$ cat src/rtl/button_debouncer.sv
// Push-button debouncer: two-flop synchronizer feeding a four-state
// qualification FSM. A level change is accepted only after DEBOUNCE_CYCLES
// consecutive agreeing synchronized samples; accepted changes update the
// registered level and raise a one-cycle strobe.
// Optional feature macro: BUTTON_DEBOUNCER_FALL_PULSE_EN adds the fallPulse
// strobe port and logic. When it is undefined, high-to-low acceptance still
// updates level but raises no strobe.
module button_debouncer #(
    parameter int unsigned DEBOUNCE_CYCLES = 4
) (
    input  logic clock,
    input  logic reset,
    input  logic rawIn,
    output logic level,
    output logic risePulse,
`ifdef BUTTON_DEBOUNCER_FALL_PULSE_EN
    output logic fallPulse,
`endif
    output logic busy
);

    // Counter only needs to reach DEBOUNCE_CYCLES-1. It is kept at least
    // one bit wide so that the minimum legal setting still synthesizes.
    localparam int unsigned CNT_W = (DEBOUNCE_CYCLES > 2) ? $clog2(DEBOUNCE_CYCLES) : 1;
    localparam logic [CNT_W-1:0] CNT_LAST = CNT_W'(DEBOUNCE_CYCLES - 1);
    localparam logic [CNT_W-1:0] CNT_ZERO = {CNT_W{1'b0}};
    localparam logic [CNT_W-1:0] CNT_ONE  = CNT_W'(1);

    typedef enum logic [1:0] {
        IDLE_LOW    = 2'd0,
        CHECK_HIGH  = 2'd1,
        STABLE_HIGH = 2'd2,
        CHECK_LOW   = 2'd3
    } state_e;

    logic       sync1_q;
    logic       sync2_q;
    state_e     state_q;
    state_e     state_d;
    logic [CNT_W-1:0] count_q;
    logic [CNT_W-1:0] count_d;
    logic       level_q;
    logic       level_d;
    logic       rise_q;
    logic       rise_d;
`ifdef BUTTON_DEBOUNCER_FALL_PULSE_EN
    logic       fall_q;
    logic       fall_d;
`endif

    // Two-flop synchronizer bringing the asynchronous button level into the clock domain.
    always_ff @(posedge clock) begin
        if (reset) begin
            sync1_q <= 1'b0;
            sync2_q <= 1'b0;
        end else begin
            sync1_q <= rawIn;
            sync2_q <= sync1_q;
        end
    end

    // Next-state, counter and strobe decode; strobes default low so they last exactly one cycle.
    always_comb begin
        state_d = state_q;
        count_d = count_q;
        level_d = level_q;
        rise_d  = 1'b0;
`ifdef BUTTON_DEBOUNCER_FALL_PULSE_EN
        fall_d  = 1'b0;
`endif
        case (state_q)
            IDLE_LOW: begin
                if (sync2_q) begin
                    state_d = CHECK_HIGH;
                    count_d = CNT_ONE;
                end else begin
                    count_d = CNT_ZERO;
                end
            end
            CHECK_HIGH: begin
                if (!sync2_q) begin
                    // Bounce: fall back to the previous stable state silently.
                    state_d = IDLE_LOW;
                    count_d = CNT_ZERO;
                end else if (count_q == CNT_LAST) begin
                    state_d = STABLE_HIGH;
                    count_d = CNT_ZERO;
                    level_d = 1'b1;
                    rise_d  = 1'b1;
                end else begin
                    count_d = count_q + CNT_ONE;
                end
            end
            STABLE_HIGH: begin
                if (!sync2_q) begin
                    state_d = CHECK_LOW;
                    count_d = CNT_ONE;
                end else begin
                    count_d = CNT_ZERO;
                end
            end
            CHECK_LOW: begin
                if (sync2_q) begin
                    state_d = STABLE_HIGH;
                    count_d = CNT_ZERO;
                end else if (count_q == CNT_LAST) begin
                    state_d = IDLE_LOW;
                    count_d = CNT_ZERO;
                    level_d = 1'b0;
`ifdef BUTTON_DEBOUNCER_FALL_PULSE_EN
                    fall_d  = 1'b1;
`endif
                end else begin
                    count_d = count_q + CNT_ONE;
                end
            end
            default: begin
                state_d = IDLE_LOW;
                count_d = CNT_ZERO;
                level_d = 1'b0;
            end
        endcase
    end

    // State, counter and registered outputs; reset wins over any qualification or strobe.
    always_ff @(posedge clock) begin
        if (reset) begin
            state_q <= IDLE_LOW;
            count_q <= CNT_ZERO;
            level_q <= 1'b0;
            rise_q  <= 1'b0;
`ifdef BUTTON_DEBOUNCER_FALL_PULSE_EN
            fall_q  <= 1'b0;
`endif
        end else begin
            state_q <= state_d;
            count_q <= count_d;
            level_q <= level_d;
            rise_q  <= rise_d;
`ifdef BUTTON_DEBOUNCER_FALL_PULSE_EN
            fall_q  <= fall_d;
`endif
        end
    end

    assign level     = level_q;
    assign risePulse = rise_q;
`ifdef BUTTON_DEBOUNCER_FALL_PULSE_EN
    assign fallPulse = fall_q;
`endif
    // busy is a pure decode of the state register.
    assign busy = (state_q == CHECK_HIGH) || (state_q == CHECK_LOW);

endmodule
$ cat config.mk
export PLATFORM = sky130hd
export DESIGN_NAME = button_debouncer
export DESIGN_NICKNAME = d
export VERILOG_FILES = /design/src/rtl/button_debouncer.sv
export SDC_FILE = /design/constraint.sdc
export NUM_CORES = 1
export LEC_CHECK = 0
export CAP_MARGIN = 5
export CORE_AREA = 4 4 41 43
export CTS_CLUSTER_DIAMETER = 150
export CTS_CLUSTER_SIZE = 14
export DETAILED_ROUTE_END_ITERATION = 8
export DIE_AREA = 0 0 45 47
export SYNTH_ARGS = -nofsm -noshare
export SYNTH_HDL_FRONTEND = slang
export SYNTH_SLANG_ARGS = --single-unit
$ cat constraint.sdc
create_clock -name clock -period 1.17 [get_ports clock]
set_input_delay 0.234 -clock clock [delete_from_list [all_inputs] [get_ports clock]]
set_output_delay 0.234 -clock clock [all_outputs]
set_load 0.01 [all_outputs]
Word-level counts from Yosys, hierarchy flattened
Cells that the tools add are included.

Add/sub/neg operators: 1. Eq/ne operators: 12. Mux-type cells: 19. Bitwise logic cells: 2. Reductions and logical operators: 6.

Operator list (count): 2-bit two-way mux (9); 2-bit case mux with 4 select lines (2); 2-bit inequality test, second input constant (6); 1-bit two-way mux (7); 2-bit == test, second input constant (3); 3-bit inequality test, second input constant (2); 5-bit AND reduction (1); 4-bit AND reduction (1); 3-bit OR reduction (1); 2-bit by 1-bit adder with 2-bit output, second input constant (1); 2-bit by 1-bit == test with 1-bit output, second input constant (1); 2-bit logical NOT (1); 1-bit inverter (2); 1-bit case mux with 2 select lines (1); 2-bit nonzero test (1); 1-bit logical OR (1).

Flip-flop bits (word level): 8. Bits of input ports: 3. Word-level logic and storage cells: 46.

Depth between registers and ports, before layout
Gate-level depths: netlist of the first run.

Depth after elaboration: 4. Depth in mapped cells: 3. Gate-level depth less buffers: 3.

Worst setup path before layout of the first run
No wires, ideal clock.

Path kind: flip-flop to flip-flop. Start point: register count_q[0]. End point: register level_q (netlist: level). Setup time: 0.117 ns. Arrival time: 0.934 ns. Data required time: 1.053 ns. Setup slack: 0.118 ns. Cell stages (with the launch flop): 4. Path through: dfxtp_1 -> ha_1 -> a31o_1 -> a32o_1.

Cells in the longest elaborated chain, start to end: 3. Elaborated cells between the ends (all ways): 4. Those cells by class: 3 x eq/ne; 1 x reduce/logical.

RTL lines: start, declared (RTL line 40) `logic [CNT_W-1:0] count_q;`; start signal, assigned (RTL line 137) `count_q <= count_d;`; 2-bit == test * (RTL line 85, 106); 2-bit inequality test (no line); 5-bit AND reduction (no line) *; end signal, assigned (RTL line 138) `level_q <= level_d;`; end, declared (RTL line 42) `logic level_q;`.

Every way passes the cells marked *; elsewhere a longest branch is shown, timed or not. A chain may end at the register's enable or synchronous reset.

Worst setup path in the final report of the first run
Start point: register level_q (netlist: level). End point: output port level.

RTL lines: end, declared (RTL line 14) `output logic level,`.

No word-level cell between the ends.

==> results of run 1 <==
power by group through the flow:
| stage | registers (W) | logic, W | clock network [W] |
|---|---|---|---|
| floorplan | 0.000286 | 0.0000152 | 0 |
| global placement | 0.000286 | 0.0000279 | 0 |
| detailed placement | 0.000286 | 0.0000282 | 0 |
| CTS | 0.000281 | 0.0000278 | 0.000219 |
| global route | 0.000281 | 0.0000301 | 0.000238 |
| finish | 0.000281 | 0.0000272 | 0.000209 |
cell type report:
| type | count | share of cell area [%] |
|---|---|---|
| Clock buffer | 3 | 5.64 |
| Sequential cell | 8 | 40.1 |
| Tap cell | 15 | 4.70 |
| Timing Repair Buffer | 9 | 19.1 |
| Inverter | 1 | 0.940 |
| Multi-Input combinational cell | 17 | 29.5 |
synthesized netlist by cell type:
| cell | n |
|---|---|
| dfxtp_1 | 8 |
| xnor2_1 | 1 |
| buf_6 | 1 |
| inv_1 | 1 |
| ha_1 | 1 |
| clkbuf_1 | 1 |
| a21bo_1 | 1 |
| nor2b_1 | 2 |
| a211oi_1 | 1 |
| o21a_1 | 1 |
| nor3_1 | 3 |
| buf_2 | 1 |
| nor2_1 | 1 |
| nand3b_1 | 1 |
| a21oi_1 | 1 |
| a31o_1 | 1 |
| a32o_1 | 1 |
| nand3_1 | 1 |
| nand2_1 | 1 |
what timing repair did:
action                     4_1_cts  5_1_grt
setup endpoints to repair        3        0
setup buffers                    0        0
resized for setup                3        0
placed cells by master (no fill, tap or decap):
master,netlist,layout
nand3_1,1,1
ha_1,1,1
nand2_1,1,1
dfxtp_1,8,8
a21bo_1,1,1
buf_4,0,4
nor2_1,1,1
a31o_1,1,1
a32o_1,1,1
clkdlybuf4s50_1,0,2
dlygate4sd2_1,0,3
o21a_1,1,1
nor2b_1,2,2
a21oi_1,1,1
clkbuf_4,0,3
nor3_1,3,3
inv_1,1,1
a211oi_1,1,1
xnor2_1,1,1
nand3b_1,1,1
metal layers:
layer  part of all wire, %  up-vias
li1                      -      119
met5                     0        -
met1                    47      100
met3                    13        2
met2                    39        8
met4                  0.84        0
through the flow:
stage               instance area, µm²  util (%)  total power, W
global placement                   380      29.2        0.000314
finish                             399      30.7        0.000517
floorplan                          302         -        0.000301
CTS                                399      30.7        0.000528
global route                       399      30.7        0.000549
detailed placement                 380      29.2        0.000315
cells by family (layout without fill, tap and decap cells):
| logic type | count (synthesis) | in the layout |
|---|---|---|
| buffers and inverters | 4 | 13 |
| AND/OR/NAND/NOR | 9 | 9 |
| AO/OA/AOI/OAI | 6 | 6 |
| adder cells (fa/ha/maj) | 1 | 1 |
| XOR/XNOR | 1 | 1 |
| flip-flops | 8 | 8 |
path summary, 6_finish.rpt:
path              depth (start not counted)               endpoint  slack (ps)
setup / recovery                          1                  level          70
hold / removal                            1     sync2_q$_SDFF_PP0_         450
setup reg to reg                          4  count_q[0]$_SDFF_PP0_         100
hold reg to reg                           1     sync2_q$_SDFF_PP0_         450
==> qor.csv, run 1 <==
stage;metric;value;unit
power;p_per_area;1300;nW/µm²
cts;clkTransAtPathRegs;50;ps
synthesis;synth-warning-count;0;
sta;fin_crit;1100;ps
route;via_per_inst;4.32;
die;core;1300;µm²
synthesis;synth_top_family_by_area;compound AO/OA/AOI/OAI gates;
sta;rsz0062_at_grt;false;
job;maxCapViolCount;0;
sta;finalSetupTns;0;ps
critical_path;end_kind;output pin;
placement;io_buffers;5;
die;ios;6;
synthesis;synthDistinctLibCells;19;
cells_and_area;drive_gt1_share;18.4;%
die;dieArea;2120;µm²
synthesis;synth_area_leaders;dfxtp_1, nor3_1, ha_1;
global_routing;grt_use_total;5.71;%
sta;hold_viol;0;
synthesis;synth-adder-area-share;4.15;%
synthesis;ys_seq_elements;8;
power;switching_share;20.4;%
cells_and_area;fill_cells;151;
sta;fmaxAchievable;912;MHz
synthesis;syn_nets;33;
die;die_h;47;µm
global_routing;grt_pass1_vias;191;
synthesis;synthMuxAreaShare;0;%
route;avgRoutedWirePerCell;8.96;µm
power;clock_power_share;40.5;%
global_routing;gr-max-usage-layer;met2;
power;p_comb_share;5.3;%
die;die_width;45;µm
power;switchingPower;0.000106;W
cts;cts-root-buf;clkbuf_4;
global_routing;grt_pass1_wl;731;µm
synthesis;ys_seq_area_share;53.1;%
route;drc_errors;0;
cells_and_area;regArea;160;µm²
critical_path;critPathTopFamily;flip-flops;
critical_path;cpPeakStageDelay;340;ps
cells_and_area;fin_nets;44;
status;status;completed;
sta;slew_violations;0;
sta;fin_worst_skew;0.142;ps
synthesis;yosys.area_share.simple;15.8;%
cts;cts_tree;yes;
route;routed_wl;475;µm
sta;max-slew-margin-rel;82.0;%
synthesis;syn_area_per_cell;10.4;µm²
cts;clockBufferDepth;2;
power;peakVddDrop;0.000597;V
placement;hpwl;363;µm
global_routing;use_met3;6.90;%
placement;routabilityCongestion;0.717;
cells_and_area;area_growth;32.4;%
worst_hold_path;min_path_type;register to register;
global_routing;grt_use_met2;7.63;%
power;power.internal;0.000411;W
global_routing;grt-ovfl-total;0;
route;vias;229;
global_routing;antenna_found_initial;0;
synthesis;syn_inst;29;
placement;place_ws;-34.5;ps
critical_path;required;940;ps
cells_and_area;antenna_cells;0;
power;pwr-share-seq;54.3;%
sta;worst_pin_slew;268;ps
worst_hold_path;min_from;sync1_q$_SDFF_PP0_;
cts;clk_latency;250;ps
synthesis;synth_top_area_share;53.1;%
sta;setup_slack;73.4;ps
cts;h-tree-depth;1;
cells_and_area;fin_cells;53;
route;dr.pass1.iters;2;
global_routing;use_met1;4.84;%
critical_path;critPathBufInv;1;
critical_path;worstSetupPathType;register to output pin;
critical_path;reg2reg_from;count_q[0]$_SDFF_PP0_;
power;p_leak;0.172;nW
cts;cts_hold_buffers;0;
synthesis;synth_compound_area_share;16.2;%
cells_and_area;multi_input_area;118;µm²
cts;cts_buffers;3;
route;first_iter_violations;5;
synthesis;syn-cell-area;302;µm²
sta;whs;446;ps
synthesis;yosys.area_share.xor_xnor;2.90;%
die;start_util;23.2;%
cts;cts_sinks;8;
critical_path;cp_cell_sequence;dlygate4sd2_1;
sta;final.period_utilization;93.7;%
die;rows;13;
global_routing;grt_max_degree;8;
route;postRouteAntennaNets;0;
placement;dp.cells;50;
critical_path;startpoint_type;register;
critical_path;path_max_fanout;3;
sta;finalSetupViolations;0;
critical_path;crit_start;level$_SDFFE_PP0P_;
critical_path;slowest_stage;dfxtp_1;
synthesis;synth_area_leader_cell;dfxtp_1;
critical_path;crit_arrival;860;ps
(Power assumes the default switching activity.)
==> inputs of run 2 (changes only) <==
--- a/config.mk
+++ b/config.mk
@@ -5,7 +5,7 @@
 export SDC_FILE = /design/constraint.sdc
 export NUM_CORES = 1
 export LEC_CHECK = 0
-export CAP_MARGIN = 5
+export CAP_MARGIN = 10
 export CORE_AREA = 4 4 41 43
 export CTS_CLUSTER_DIAMETER = 150
 export CTS_CLUSTER_SIZE = 14
==> results of run 2 <==
No change in the layout: final DEF, timing and power equal those of run 1.
